### src/rtl/spi_txq_pkg.sv
// Shared types and constants for the SPI transmit queue: FSM state encoding,
// default data width and loopback error counter width.
package spi_txq_pkg;

  localparam int DW_DEF = 12;
  localparam int ERR_W  = 8;

  typedef enum logic [1:0] {
    IDLE,
    LAUNCH,
    WAIT_DONE,
    RETIRE
  } state_e;

endpackage

### src/rtl/spi_txq_fifo.sv
// Synchronous circular buffer feeding the SPI launcher; occupancy, full/empty
// flags and sticky overflow are all registered.
module spi_txq_fifo #(
  parameter  int DW    = 12,
  parameter  int DEPTH = 8,
  localparam int AW    = $clog2(DEPTH),
  localparam int CW    = AW + 1
) (
  input  logic          clk,
  input  logic          rst,
  input  logic          push_i,
  input  logic [DW-1:0] push_data_i,
  input  logic          pop_i,
  output logic [DW-1:0] head_o,
  output logic [CW-1:0] count_o,
  output logic          full_o,
  output logic          empty_o,
  output logic          overflow_o
);

  logic [DW-1:0] mem_q [DEPTH];
  logic [AW-1:0] wr_ptr_q, rd_ptr_q;
  logic [CW-1:0] count_q, count_d;
  logic          full_q, empty_q, overflow_q;
  logic          do_push, do_pop;

  // A write while full is dropped even if a pop lands on the same edge.
  assign do_push = push_i && !full_q;
  assign do_pop  = pop_i && !empty_q;

  always_comb begin
    count_d = count_q;
    case ({do_push, do_pop})
      2'b10:   count_d = count_q + CW'(1);
      2'b01:   count_d = count_q - CW'(1);
      default: count_d = count_q;
    endcase
  end

  always_ff @(posedge clk) begin
    if (rst) begin
      wr_ptr_q   <= '0;
      rd_ptr_q   <= '0;
      count_q    <= '0;
      full_q     <= 1'b0;
      empty_q    <= 1'b1;
      overflow_q <= 1'b0;
    end else begin
      if (do_push) wr_ptr_q <= wr_ptr_q + AW'(1);
      if (do_pop)  rd_ptr_q <= rd_ptr_q + AW'(1);
      count_q <= count_d;
      full_q  <= (count_d == CW'(DEPTH));
      empty_q <= (count_d == '0);
      if (push_i && full_q) overflow_q <= 1'b1;
    end
  end

  always_ff @(posedge clk) begin
    if (do_push) mem_q[wr_ptr_q] <= push_data_i;
  end

  assign head_o     = mem_q[rd_ptr_q];
  assign count_o    = count_q;
  assign full_o     = full_q;
  assign empty_o    = empty_q;
  assign overflow_o = overflow_q;

endmodule

### src/rtl/spi_tx_queue.sv
// Queues host words and launches them one at a time into the SPI master.
// Define SPI_TXQ_LOOPBACK_CHECK_EN to build the dout-vs-din loopback checker.
module spi_tx_queue
  import spi_txq_pkg::*;
#(
  parameter int DW    = DW_DEF,
  parameter int DEPTH = 8
) (
  input  logic                   clk,
  input  logic                   rst,
  input  logic                   wr_en,
  input  logic [DW-1:0]          wr_data,
  output logic                   full,
  output logic                   empty,
  output logic [$clog2(DEPTH):0] count,
  output logic                   overflow,
  output logic                   newd,
  output logic [DW-1:0]          din,
  input  logic                   sclk,
  input  logic                   done,
  input  logic [DW-1:0]          dout,
  output logic                   busy,
  output logic [ERR_W-1:0]       err_cnt,
  output logic                   mismatch
);

  state_e        state_q, state_d;
  logic          newd_q, newd_d, busy_q, busy_d;
  logic [DW-1:0] din_q, din_d;
  logic [DW-1:0] fifo_head;
  logic          pop;
  logic          sclk_q, sclk_prev_q, done_q, done_prev_q;
  logic          sclk_rise, done_rise;

  spi_txq_fifo #(.DW(DW), .DEPTH(DEPTH)) u_fifo (
    .clk        (clk),
    .rst        (rst),
    .push_i     (wr_en),
    .push_data_i(wr_data),
    .pop_i      (pop),
    .head_o     (fifo_head),
    .count_o    (count),
    .full_o     (full),
    .empty_o    (empty),
    .overflow_o (overflow)
  );

  // Rise detection runs on the registered copies, adding one cycle of latency.
  assign sclk_rise = sclk_q & ~sclk_prev_q;
  assign done_rise = done_q & ~done_prev_q;

  always_comb begin
    state_d = state_q;
    newd_d  = newd_q;
    busy_d  = busy_q;
    din_d   = din_q;
    pop     = 1'b0;
    case (state_q)
      IDLE: begin
        if (!empty) begin
          state_d = LAUNCH;
          din_d   = fifo_head;
          newd_d  = 1'b1;
          busy_d  = 1'b1;
        end
      end
      LAUNCH: begin
        if (sclk_rise) begin
          state_d = WAIT_DONE;
          newd_d  = 1'b0;
        end
      end
      WAIT_DONE: begin
        if (done_rise) state_d = RETIRE;
      end
      RETIRE: begin
        pop     = 1'b1;
        busy_d  = 1'b0;
        state_d = IDLE;
      end
      default: state_d = IDLE;
    endcase
  end

  always_ff @(posedge clk) begin
    if (rst) begin
      state_q     <= IDLE;
      newd_q      <= 1'b0;
      busy_q      <= 1'b0;
      din_q       <= '0;
      sclk_q      <= 1'b0;
      sclk_prev_q <= 1'b0;
      done_q      <= 1'b0;
      done_prev_q <= 1'b0;
    end else begin
      state_q     <= state_d;
      newd_q      <= newd_d;
      busy_q      <= busy_d;
      din_q       <= din_d;
      sclk_q      <= sclk;
      sclk_prev_q <= sclk_q;
      done_q      <= done;
      done_prev_q <= done_q;
    end
  end

  assign newd = newd_q;
  assign busy = busy_q;
  assign din  = din_q;

`ifdef SPI_TXQ_LOOPBACK_CHECK_EN
  logic [ERR_W-1:0] err_cnt_q;
  logic             mismatch_q;
  logic             chk_fail;

  function automatic logic [ERR_W-1:0] sat_inc(input logic [ERR_W-1:0] v);
    return (v == '1) ? v : v + ERR_W'(1);
  endfunction

  assign chk_fail = (state_q == WAIT_DONE) && done_rise && (dout != din_q);

  always_ff @(posedge clk) begin
    if (rst) begin
      err_cnt_q  <= '0;
      mismatch_q <= 1'b0;
    end else begin
      mismatch_q <= chk_fail;
      if (chk_fail) err_cnt_q <= sat_inc(err_cnt_q);
    end
  end

  assign err_cnt  = err_cnt_q;
  assign mismatch = mismatch_q;
`else
  logic unused_dout;
  assign unused_dout = ^dout;
  assign err_cnt     = '0;
  assign mismatch    = 1'b0;
`endif

endmodule

### config.mk
export PLATFORM = sky130hd
export DESIGN_NAME = spi_tx_queue
export DESIGN_NICKNAME = d
export VERILOG_FILES = /design/src/rtl/spi_txq_pkg.sv /design/src/rtl/spi_txq_fifo.sv /design/src/rtl/spi_tx_queue.sv
export SDC_FILE = /design/constraint.sdc
export NUM_CORES = 1
export LEC_CHECK = 0
export BUFFER_PORTS_ARGS = -buffer_cell sky130_fd_sc_hd__buf_2
export CORE_AREA = 2 2 133 135
export DETAILED_ROUTE_END_ITERATION = 8
export DIE_AREA = 0 0 135 137
export GPL_ROUTABILITY_DRIVEN = 0
export PLACE_DENSITY = 0.45
export SYNTH_ARGS = -nofsm -noshare
export SYNTH_HDL_FRONTEND = slang
export SYNTH_SLANG_ARGS = --single-unit
### constraint.sdc
create_clock -name clk -period 5.02 [get_ports clk]
set_input_delay 0.753 -clock clk [delete_from_list [all_inputs] [get_ports clk]]
set_output_delay 0.753 -clock clk [all_outputs]
set_load 0.01 [all_outputs]
Word level (Yosys, flattened, before mapping)
Memory sizes are Yosys's and may differ from the RTL's. A register that Yosys moved wholly into a read port is not among the register bits.
Index checks and enable logic that the tools add are counted.
Widths: inputs -> output; s select.

cells by class
  add/subtract/negate cells = 4
  multipliers = 0
  div/mod/pow operators = 0
  order comparisons = 0
  equal/unequal tests = 9
  shift operators = 0
  multiplexer cells = 12
  bitwise gates (word level) = 5
  reductions and logical operators = 13

operators with widths
  cell                 count
  $pmux 2 s4           1
  $pmux 4 s2           1
  $add 3x1->3 const B  2
  $eq 2x2->1 const B   3
  $mux 2               3
  $ne 2x2->1 const B   3
  $reduce_and 3->1     2
  $mux 1               5
  $add 4x1->4 const B  1
  $eq 2x1->1 const B   2
  $eq 4x4->1 const B   1
  $logic_not 4->1      1
  $pmux 1 s2           2
  $reduce_and 2->1     2
  $reduce_bool 2->1    2
  $sub 4x1->4 const B  1
  $logic_and 1x1->1    3
  $not 1->1            3
  $and 1x1->1          2
  $logic_not 1->1      2
  $logic_not 2->1      1

word-level totals
  register bits = 21
  latch bits = 0
  memory bits (writable) = 96
  ROM bits = 0
  input port bits = 29
  output and inout bits = 30
  logic and storage cells = 57
  memories = 1

memories
  memory        depth  bits a word  read ports  clocked after memory_dff  write ports  line                source
  u_fifo.mem_q  8      12           1           1                         1            spi_txq_fifo.sv:21  logic [DW-1:0] mem_q [DEPTH];

Longest topological paths before layout
Gate-level depths: netlist (run 1).

  word-level depth = 6
  gate-level depth with buffers = 11

Hierarchy
Synthesis (run 1) repeated with hierarchy kept, for this count alone.

unflattened totals
  cells, all modules = 329
  area, all modules = 5283.8 um^2

by module, submodules not included
  module        times used  cells each  area each (um^2)
  spi_txq_fifo  1           224         4349.2
  spi_tx_queue  1           105         934.6

Worst setup path before layout (run 1)
OpenSTA, ideal clock, no wires.

  kind = in2reg
  start = input wr_en
  end = register u_fifo.full_q (netlist: u_fifo.full_o)
  arrival time = 2585 ps
  data required time = 4903 ps
  setup slack = 2318 ps
  stages on the path = 9
  cell sequence = nor2b_1 clkbuf_1 inv_1 ha_1 nand2b_1 or4b_1 a31oi_1 xnor2_1 and4bb_2

between the ends
  longest elaborated chain between the ends = 4

ends and longest elaborated chain
  element                                          line                source
  start, declared                                  spi_tx_queue.sv:11  input logic wr_en,
  $logic_and 1x1->1 *                              spi_txq_fifo.sv:28  assign do_push = push_i && !full_q;
  $eq 2x1->1 / $eq 2x2->1 (equally long branches)  spi_txq_fifo.sv:33  case ({do_push, do_pop})
  $pmux 4 s2 *                                     spi_txq_fifo.sv:33
  $eq 4x4->1 *                                     spi_txq_fifo.sv:52  full_q <= (count_d == CW'(DEPTH));
  end signal, assigned                             spi_txq_fifo.sv:52
  end, declared                                    spi_txq_fifo.sv:24  logic full_q, empty_q, overflow_q;

Mark *: on every way between the ends. The rest lies on a longest branch, timed or not.
A chain may end at the register's enable or synchronous reset.

Worst setup path after layout (run 1)
Same ends and word-level chain as after synthesis.

==> results.md, run 1 <==
* Core area at about 0.017 mm^2
* Largest net degree at the start of global routing at 34
* Met2 Use GR at 0.178
* Drt first pass iters at 4
* Critical Path Fanout Max at 6
* CTS tree: done
* Int Pwr at 2.08 mW
* Die width at 135 um
* Max incr delay on CP at 0.47 ns
* Final Hold Fails at 0
* Hold Crit Depth at 2
* LEAKAGE at 2.06 nW
* Final core area utilization at 0.355
* Count of cell types in the netlist at 31
* Crit path max-delay cell type: or4b_1
* Delay-heaviest family, CP: simple AND/OR/NAND/NOR gates
* DRT Wirelength at slightly above 10 mm
* Post-synthesis cell area at 0.00505 mm^2
* # Post-CTS Setup Buffers at 0
* Hold crit path type: reg -> reg
* Setup crit start kind: input pin
* Via count at between 2000 and 3000
* Final Cycle Share at 0.536
* Clock Sinks at 129
* Logic pwr share at 0.110
* Max Clock Skew at 0.0108 ns
* Cells after Synth at about 310
* # hold bufs at CTS at 0
* HP Start: sclk_q
* Fin Setup TNS at 0 ns
* ANT nets after route at 0
* # diodes at 0
* Antenna violations before repair at 0
* Worst R2R Start: state_q[1]
* First-pass GRT wire length at 15.3 mm
* Clock Latency Late Sink at about 0.42 ns
* Final Max Slew Viols at 0
* Synth-to-layout area growth at 20.0%
* Sw Share at 0.252
* Detailed Route Iter0 Violations at between 100 and 150
* Residual DRC at 0
* Global Route Usage Sum at 0.118
* F_max at between 300 and 400 MHz
* R2R Path End: u_fifo.full_o
* Wire length per cell at 17.4 um
* Maximum clock path buffer count at 2
* Half-perimeter wire length after placement at 5.72 mm
* Number of setup violations in the final report at 0
* # H-tree levels at 4
* Vias/cell at 4.40
* Critical Path AT at ~3 ns
* Register area share after synthesis at 0.702
* Worst-margin pin slew at between 1 and 1.5 ns
* Final layout net count at about 390
* IO Pins at ~60
* Clock slew at the register clock pins of the worst setup and hold paths at approximately 0.06 ns
* Min cycle time layout at 2.69 ns
* FF-to-FF path depth at 7
* Met3 usage at 0.0456
* Critical path capture point type: register
* Die Span Y at roughly 140 um
* CTS root buf: clkbuf_16
* Vias in the first global route at about 2500
* Total of max-cap violations at 0
* Rel. slew slack at 0.321
* Power Density at around 460 mW/mm^2
* Clock power frac at 0.437
* Flop-to-flop setup slack at 2.42 ns
* Critical-path cell list: buf_2, nor2b_1, inv_1, ha_1, nand2b_1, or4b_1, a31oi_1, xnor2_1, and4bb_2
* Seq cells post-synth at 129
* RSZ-0062 raised after global routing: false
* Status: completed
* Mean Syn Cell Area at between 15 and 20 um^2
* Yosys warnings at 0
* Crit Path Class: in -> reg
* Die area at 0.0185 mm^2
* Peak supply drop at between 0.3 and 0.4 mV
* Number of CTS-inserted buffers at 17
* PostCTS Resize Cnt at 0
* Row cnt at 48
* Grt peak-use layer: met2
* GRT overflow at 0
* Worst Path Buf+Inv at 2
* Req. time, crit path at approximately 5.3 ns
* Initial Util at 0.296
* Ratio of cells with drive above 1 in the final layout at 0.302
* Number of port buffers at 37
* Grt met1 use at 0.158
* Hold path endpoint: sclk_prev_q
* Net Sw Power at 0.699 mW
* Sequential share of power at 0.454
kinds of logic after synthesis:
kind of cell    after synthesis  share of synthesized area
other cells                   1                   0.000743
fa+ha+maj                     9                     0.0223
simple gates                 63                     0.0573
xor+xnor                      9                     0.0156
mux                          40                      0.139
compound gates               25                     0.0335
buf+inv                      29                     0.0297
flops                       129                      0.702
routing by layer:
metal / wire (um) / share of wire
met1: 4860 / 0.48
met2: 4810 / 0.47
met3: 461 / 0.045
met4: 84 / 0.0082
met5: 0 / 0
through the flow:
step | setup WS (ns) | std cells | cell area, um^2 | total power, mW | hold WS [ns]
6_report | 2.33 | 586 | 6050 | 2.78 | 0.448
3_5_place_dp | 1.90 | 554 | 5470 | 1.60 | 0.437
5_1_grt | 2.19 | 586 | 6050 | 2.91 | 0.465
2_1_floorplan | 2.32 | 313 | 5080 | 1.48 | 0.410
3_3_place_gp | 1.94 | 554 | 5470 | 1.59 | 0.429
4_1_cts | 2.35 | 586 | 6050 | 2.82 | 0.449
how the worst max path moves through the flow:
stage / to / from / depth (start not counted) / slack, ns
floorplan: u_fifo.full_o / wr_en / 9 / 2.32
global placement: u_fifo.full_o / wr_en / 9 / 1.94
detailed placement: u_fifo.full_o / wr_en / 9 / 1.90
CTS: u_fifo.full_o / wr_en / 9 / 2.35
global route: u_fifo.full_o / wr_en / 9 / 2.19
finish: u_fifo.full_o / wr_en / 9 / 2.33
state kept, by name, indices dropped and copies added, names as in the netlist:
signal,count
busy,1
din,12
done_prev_q,1
done_q,1
newd,1
sclk_prev_q,1
sclk_q,1
state_q,2
u_fifo.count_o,4
u_fifo.empty_o,1
u_fifo.full_o,1
u_fifo.mem_q,96
u_fifo.overflow_o,1
u_fifo.rd_ptr_q,3
u_fifo.wr_ptr_q,3
placed cells by master (no fill, tap or decap), types with 2 or more instances in the layout:
master and count:
a211oi_1 13, nor2_2 6, nor2b_1 4, ha_1 9, bufinv_16 2, mux2i_1 16, clkbuf_16 17, inv_1 5
buf_2 37, inv_8 2, clkinv_2 4, nand2b_1 4, mux4_2 24, nand2_1 9, clkinvlp_4 4, edfxtp_1 96
nor2_1 31, inv_6 3, o21ai_0 5, dfxtp_1 32, buf_4 3, a21oi_1 3, xnor2_1 4, conb_1 9
xor2_1 5
cells in the mapped netlist:
cell type | n | area (um^2)
dfxtp_1 | 33 | 661
buf_2 | 3 | 15.0
a211oi_1 | 13 | 97.6
edfxtp_1 | 96 | 2880
nand3b_1 | 1 | 7.51
or3_2 | 1 | 7.51
mux2i_1 | 16 | 160
and4bb_2 | 1 | 12.5
or4b_1 | 1 | 10.0
or2b_1 | 1 | 7.51
a31o_2 | 1 | 8.76
nor2_1 | 37 | 139
xor2_1 | 5 | 43.8
a22oi_1 | 1 | 7.51
a21oi_1 | 3 | 15.0
nand3_1 | 1 | 5.00
nand2_1 | 9 | 33.8
nor3_1 | 2 | 10.0
inv_1 | 5 | 18.8
mux4_2 | 24 | 541
buf_1 | 2 | 7.51
ha_1 | 9 | 113
a31oi_1 | 1 | 6.26
buf_4 | 10 | 75.1
nor2b_1 | 5 | 31.3
clkbuf_1 | 9 | 33.8
o21ai_0 | 5 | 25.0
nand2b_1 | 4 | 25.0
a221oi_1 | 1 | 8.76
xnor2_1 | 4 | 35.0
conb_1 | 1 | 3.75
tightest hold or removal path, cell delays in order (launching register included):
cell     delay, ns
dfxtp_1       0.30
inv_1         0.06
nor2_1        0.04
power groups by stage:
stage / clock network, mW / registers, mW / logic [mW]
6_report: 1.21 / 1.26 / 0.305
5_1_grt: 1.29 / 1.27 / 0.344
4_1_cts: 1.25 / 1.26 / 0.312
3_5_place_dp: 0 / 1.28 / 0.311
3_3_place_gp: 0 / 1.28 / 0.306
2_1_floorplan: 0 / 1.29 / 0.193
cell type report:
cell class,instances,area (um^2)
Fill cell,1638,11000
Sequential cell,129,3540
Inverter,5,18.8
Timing Repair Buffer,40,208
Multi-Input combinational cell,155,1420
Clock inverter,15,159
Clock buffer,17,425
Tap cell,225,282
Power figures use the tool's default switching activity.
==> run 2: changes to the inputs <==
Clock period 5.02 ns to 2.8 ns, I/O delays scaled along.
==> run 2 against run 1 <==
  * Routed wire length fell by 3.0%
  * Global-route usage fell by 0.27 points
  * Critical path depth fell by 2
  * Critical path type is now reg -> reg
  * Core utilization rose by 0.60 points
  * Via count rose by 2.6%
  * Hold slack got worse by 0.20 ns
  * Worst setup slack got worse by 1.9 ns
  * Non-clock buffer count rose by 14
  * Register-to-register slack got worse by 2.0 ns
  * Count of clock-buffer cells in the layout did not move
  * Flip-flop and latch count did not move
  * Power rose by 80%
==> results.md, run 2 (synthesis gave the netlist of run 1 again) <==
* Top reg by flops: u_fifo.mem_q
* Worst-margin pin slew at 0.670 ns (-0.347 ns)
* F_max at about 420 MHz
* Most frequent cells in the layout: 96 x edfxtp_1, 37 x nor2_1, 37 x buf_2
* First-pass GRT wire length at 15.2 mm (-0.45%)
* # hold bufs at CTS at 0 (unchanged)
* Detailed Route Iter0 Violations at 140 (+36%)
* CTS tree: done
* Wire length per cell at 16.5 um (-5.3%)
* RSZ-0062 raised after global routing: false
* Die width at 135 um (unchanged)
* Fillcell total at 1632 (-0.37%)
* Clock Sinks at 129 (unchanged)
* Net Sw Power at 1.20 mW (+71%)
* Dpl cell area at 0.00557 mm^2 (+1.8%)
* Maximum clock path buffer count at 2 (unchanged)
* Clock slew at the register clock pins of the worst setup and hold paths at 0.05 ns (about the same)
* Global Route Usage Sum at 0.115 (-0.00274)
* Logic pwr share at 0.112 (+0.002)
* Number of port buffers at 37 (unchanged)
* Most common cell after layout, fill and taps aside: edfxtp_1
* Number of CTS-inserted buffers at 17 (unchanged)
* Die area at 0.0185 mm^2 (unchanged)
* Vias/cell at 4.41 (+0.20%)
* Rel. slew slack at 0.553 (+0.232)
* Ratio of cells with drive above 1 in the final layout at 0.304 (+0.00206)
* PostCTS Resize Cnt at 0 (unchanged)
* Critical path capture point type: register
* Half-perimeter wire length after placement at 5.99 mm (+4.7%)
* Initial Util at 0.296 (unchanged)
* Antenna violations before repair at 0 (unchanged)
* Hold crit path type: in -> reg
* Power Density at 812 mW/mm^2 (+77%)
* Synth-to-layout area growth at 22.0%
* Total of max-cap violations at 0 (unchanged)
* Crit Path Class: reg -> reg
* Core area at 0.0171 mm^2 (unchanged)
* Row cnt at 48 (unchanged)
* Residual DRC at 0 (unchanged)
* Final Cycle Share at 0.845
* LEAKAGE at 2.14 nW (+4.1%)
* Largest net degree at the start of global routing at 34 (unchanged)
* Worst hold margin at 0.245 ns (-0.203 ns)
* IO Pins at 59 (unchanged)
* Max FFs per register at 96 (unchanged)
* Min cycle time layout at 2.37 ns
* Max Clock Skew at 0.00399 ns (-0.00685 ns)
* Design area at 0.00616 mm^2 (+1.7%)
* Vias in the first global route at 2600 (+5.0%)
* # Post-CTS Setup Buffers at 0 (unchanged)
* Fin Setup TNS at 0 ns (unchanged)
* CTS root buf: clkbuf_16
* Die Span Y at 137 um (unchanged)
* # diodes at 0 (unchanged)
* Setup crit start kind: register
* Critical Path Fanout Max at 5 (-1)
* Final layout net count at 400 (+3.6%)
* Number of setup violations in the final report at 0 (unchanged)
* # H-tree levels at 4 (unchanged)
* Sw Share at 0.239 (-0.0126)
* ANT nets after route at 0 (unchanged)
* DRT Wirelength at 9.91 mm (-3.0%)
* Final Hold Fails at 0 (unchanged)
* Peak supply drop at 0.428 mV (+43%)
* Via count at 2647 (+2.6%)
* Clock Latency Late Sink at 0.41 ns (about the same)
* Clock power frac at 0.438 (about the same)
* GRT overflow at 0 (unchanged)
* Req. time, crit path at 3.10 ns (-2.23 ns)
* Final Max Slew Viols at 0 (unchanged)
* Sequential share of power at 0.450 (-0.004)
* Total power at 5.00 mW (+80%)
* Drt first pass iters at 4 (unchanged)
* Status: completed
* Int Pwr at 3.81 mW (+83%)
* Critical Path AT at 2.66 ns (-0.34 ns)
-- run 2: cell count changes in the layout (fill, tap and decap cells not counted), sizes merged --
cell | before | now
clkinv | 4 | 7
clkinvlp | 4 | 3
bufinv | 2 | 3
inv | 10 | 7
buf | 40 | 54
-- run 2: cell type report --
class,instances,area [um^2],share of cell area
flip-flops and latches,129,3540,0.576
multi-input cells,155,1400,0.227
clock buffers,17,425,0.0691
repair buffers,54,325,0.0528
well taps,225,282,0.0457
clock inverters,15,165,0.0268
inverters,5,18.8,0.00305
-- run 2: path summary, 6_finish.rpt --
check | startpoint | to | slack [ns] | cells after the start
hold / removal | done | done_q | 0.25 | 2
setup / recovery | state_q[1] | u_fifo.full_o | 0.43 | 7
hold reg to reg | done_q | done_prev_q | 0.45 | 2
setup reg to reg | state_q[1] | u_fifo.full_o | 0.43 | 7
-- run 2: metrics by stage --
stage,util,std cells,setup slack (ns)
after floorplan,-,313,0.431
after global placement,0.326,568,0.372
after detailed placement,0.326,568,0.377
after CTS,0.361,600,0.367
after global routing,0.361,600,0.141
final,0.361,600,0.435
-- run 2: worst max-delay path, stage by stage, from the launching register on --
cell	delay [ns]
dfxtp_1	0.37
ha_1	0.19
nor2b_1	0.27
ha_1	0.30
or4b_1	0.45
a31oi_1	0.22
xnor2_1	0.19
and4bb_2	0.27
-- run 2: layer usage --
metal  wire (um)  GRT usage
met1        4590      0.148
met2        4790      0.184
met3         423     0.0407
met4         101     0.0330
met5           0          0
-- run 2: power by group through the flow --
stage	registers [mW]	logic, mW	clock network [mW]
6_report	2.25	0.559	2.19
5_1_grt	2.27	0.632	2.34
3_5_place_dp	2.29	0.571	0
2_1_floorplan	2.31	0.347	0
3_3_place_gp	2.29	0.563	0
4_1_cts	2.25	0.574	2.24
==> run 3: changes to the inputs <==
Clock period 2.8 ns to 2.4 ns, I/O delays scaled along.
==> run 3 against run 2 <==
  * Clock skew grew 0.0062 ns
  * Non-clock buffer count grew 2
  * Hold slack got worse by 0.070 ns
  * Count of clock-buffer cells in the layout rose by 6
  * Routed wire length increased by 2.8%
  * Clock power increased by 22%
  * First-iteration DRC count increased by 6.4%
  * Cell count rose by 0.33%
  * Critical path depth increased by 1
  * Die area unchanged
  * Maximum frequency grew 3.8%
  * Power rose by 19%
  * Highest routed layer unchanged
  * Largest power group is now the clock network
==> results.md, run 3 (synthesis gave the netlist of run 1 again) <==
* Status: completed
* Rel. slew slack at 0.633 (+0.0802)
* Row cnt at 48 (unchanged)
* Design area at 0.00624 mm^2 (+1.3%)
* Delay-heaviest family, CP: simple AND/OR/NAND/NOR gates
* Number of CTS-inserted buffers at 17 (unchanged)
* Critical Path Fanout Max at 3 (-2)
* Top reg by flops: u_fifo.mem_q
* Crit path max-delay cell type: or3_2
* Die area at 0.0185 mm^2 (unchanged)
* Critical-path cell list: ha_2, nor2b_2, ha_1, nand2b_1, or3_2, a31oi_4, xnor2_2, and4bb_2
* Max incr delay on CP at 0.48 ns (+0.03 ns)
* First-pass GRT wire length at 15.6 mm (+2.4%)
* Fin Setup TNS at 0 ns (unchanged)
* Setup crit start kind: register
* Min cycle time layout at 2.28 ns (-0.0875 ns)
* GRT overflow at 0 (unchanged)
* Largest net degree at the start of global routing at 27 (-21%)
* Wire length per cell at 16.9 um (+2.4%)
* LEAKAGE at 2.16 nW (+1.1%)
* Placed insts at 570 (+0.35%)
* # H-tree levels at 4 (unchanged)
* Residual DRC at 0 (unchanged)
* Peak supply drop at 0.534 mV (+25%)
* Vias in the first global route at 2676 (+2.9%)
* Detailed Route Iter0 Violations at 149 (+6.4%)
* Crit Path Class: reg -> reg
* Clock Latency Late Sink at 0.42 ns (about the same)
* Final Cycle Share at 0.949 (+0.104)
* Core area at 0.0171 mm^2 (unchanged)
* Maximum clock path buffer count at 2 (unchanged)
* ANT nets after route at 0 (unchanged)
* Initial Util at 0.296 (unchanged)
* CTS root buf: clkbuf_16
* Most common cell after layout, fill and taps aside: edfxtp_1
* Final layout net count at 402 (+0.50%)
* Power Density at 955 mW/mm^2 (+18%)
* Worst hold margin at 0.175 ns (-0.0703 ns)
* IO Pins at 59 (unchanged)
* Final core area utilization at 0.366 (+0.00462)
* Worst-margin pin slew at 0.550 ns (-0.120 ns)
* Global Route Usage Sum at 0.120 (+0.00516)
* # hold bufs at CTS at 0 (unchanged)
* Synth-to-layout area growth at 23.5%
* # diodes at 0 (unchanged)
* Total of max-cap violations at 0 (unchanged)
* Number of setup violations in the final report at 0 (unchanged)
* Critical path capture point type: register
* Fin cells at 602 (+0.33%)
* Die width at 135 um (unchanged)
* Max FFs per register at 96 (unchanged)
* Worst Path Buf+Inv at 0 (unchanged)
* Final Hold Fails at 0 (unchanged)
* Drt first pass iters at 4 (unchanged)
* Hold crit path type: in -> reg
* RSZ-0062 raised after global routing: false
* Antenna violations before repair at 0 (unchanged)
* Critical Path AT at 2.59 ns (-0.07 ns)
* Dpl cell area at 0.00558 mm^2 (+0.27%)
* CTS tree: done
* Ratio of cells with drive above 1 in the final layout at 0.321 (+0.0170)
* Via count at 2647 (unchanged)
* DRT Wirelength at 10.2 mm (+2.8%)
* Vias/cell at 4.40 (-0.33%)
* Final Max Slew Viols at 0 (unchanged)
* Clock Sinks at 129 (unchanged)
* F_max at 439 MHz (+3.8%)
* Number of port buffers at 37 (unchanged)
* Half-perimeter wire length after placement at 6.03 mm (+0.66%)
* Max Clock Skew at 0.0102 ns (+0.00619 ns)
* Most frequent cells in the layout: 96 x edfxtp_1, 37 x nor2_1, 37 x buf_2
* Clock slew at the register clock pins of the worst setup and hold paths at 0.06 ns (about the same)
* Req. time, crit path at 2.71 ns (-0.39 ns)
* Die Span Y at 137 um (unchanged)
-- run 3: changes by cell type in the layout (fill, tap and decap cells not counted), sizes merged --
cell | before | now
bufinv | 3 | 4
clkinv | 7 | 2
buf | 54 | 56
clkinvlp | 3 | 1
clkbuf | 17 | 23
-- run 3: layout make-up --
class,count,area (um^2)
fillers,1640,10800
well taps,225,282
flip-flops and latches,129,3540
multi-input cells,155,1440
clock buffers,23,458
repair buffers,56,340
inverters,5,18.8
clock inverters,9,155
-- run 3: stage by stage --
step	total power, mW	worst slack, ns
final	5.96	0.122
after global routing	6.21	0.0206
after CTS	6.03	0.0222
after detailed placement	3.34	0.0237
after global placement	3.33	0.0577
after floorplan	3.10	0.0907
-- run 3: worst register-to-register path, delay by kind of cell (launching register included) --
kind            cells  cell delay (ns)
fa+ha+maj           2             0.40
simple gates        4             1.07
flops               1             0.33
xor+xnor            1             0.15
compound gates      1             0.23
-- run 3: final timing paths --
kind | start | endpoint | slack [ns] | cells past startpoint
worst max-delay path | state_q[0] | u_fifo.full_o | 0.12 | 8
worst min-delay path | done | done_q | 0.17 | 2
worst max register to register | state_q[0] | u_fifo.full_o | 0.12 | 8
worst min register to register | sclk_q | sclk_prev_q | 0.44 | 2
-- run 3: power breakdown --
group          internal [mW]  total, mW  leakage, nW  switching [mW]
clock network           1.77       2.67        0.296           0.907
logic                  0.280      0.656        0.724           0.376
registers               2.54       2.63         1.14          0.0843
total                   4.59       5.96         2.16            1.37
-- run 3: metal layers --
metal,vias up,GRT usage,part of all wire
li1,1256,-,-
met1,1309,0.149,0.47
met2,61,0.193,0.48
met3,21,0.0307,0.035
met4,0,0.0671,0.025
met5,-,0,0
-- run 3: repair_timing --
item | in CTS | in global routing
buffers inserted | 0 | 0
gates resized for setup | 0 | 8
endpoints found under the setup margin | 0 | 3
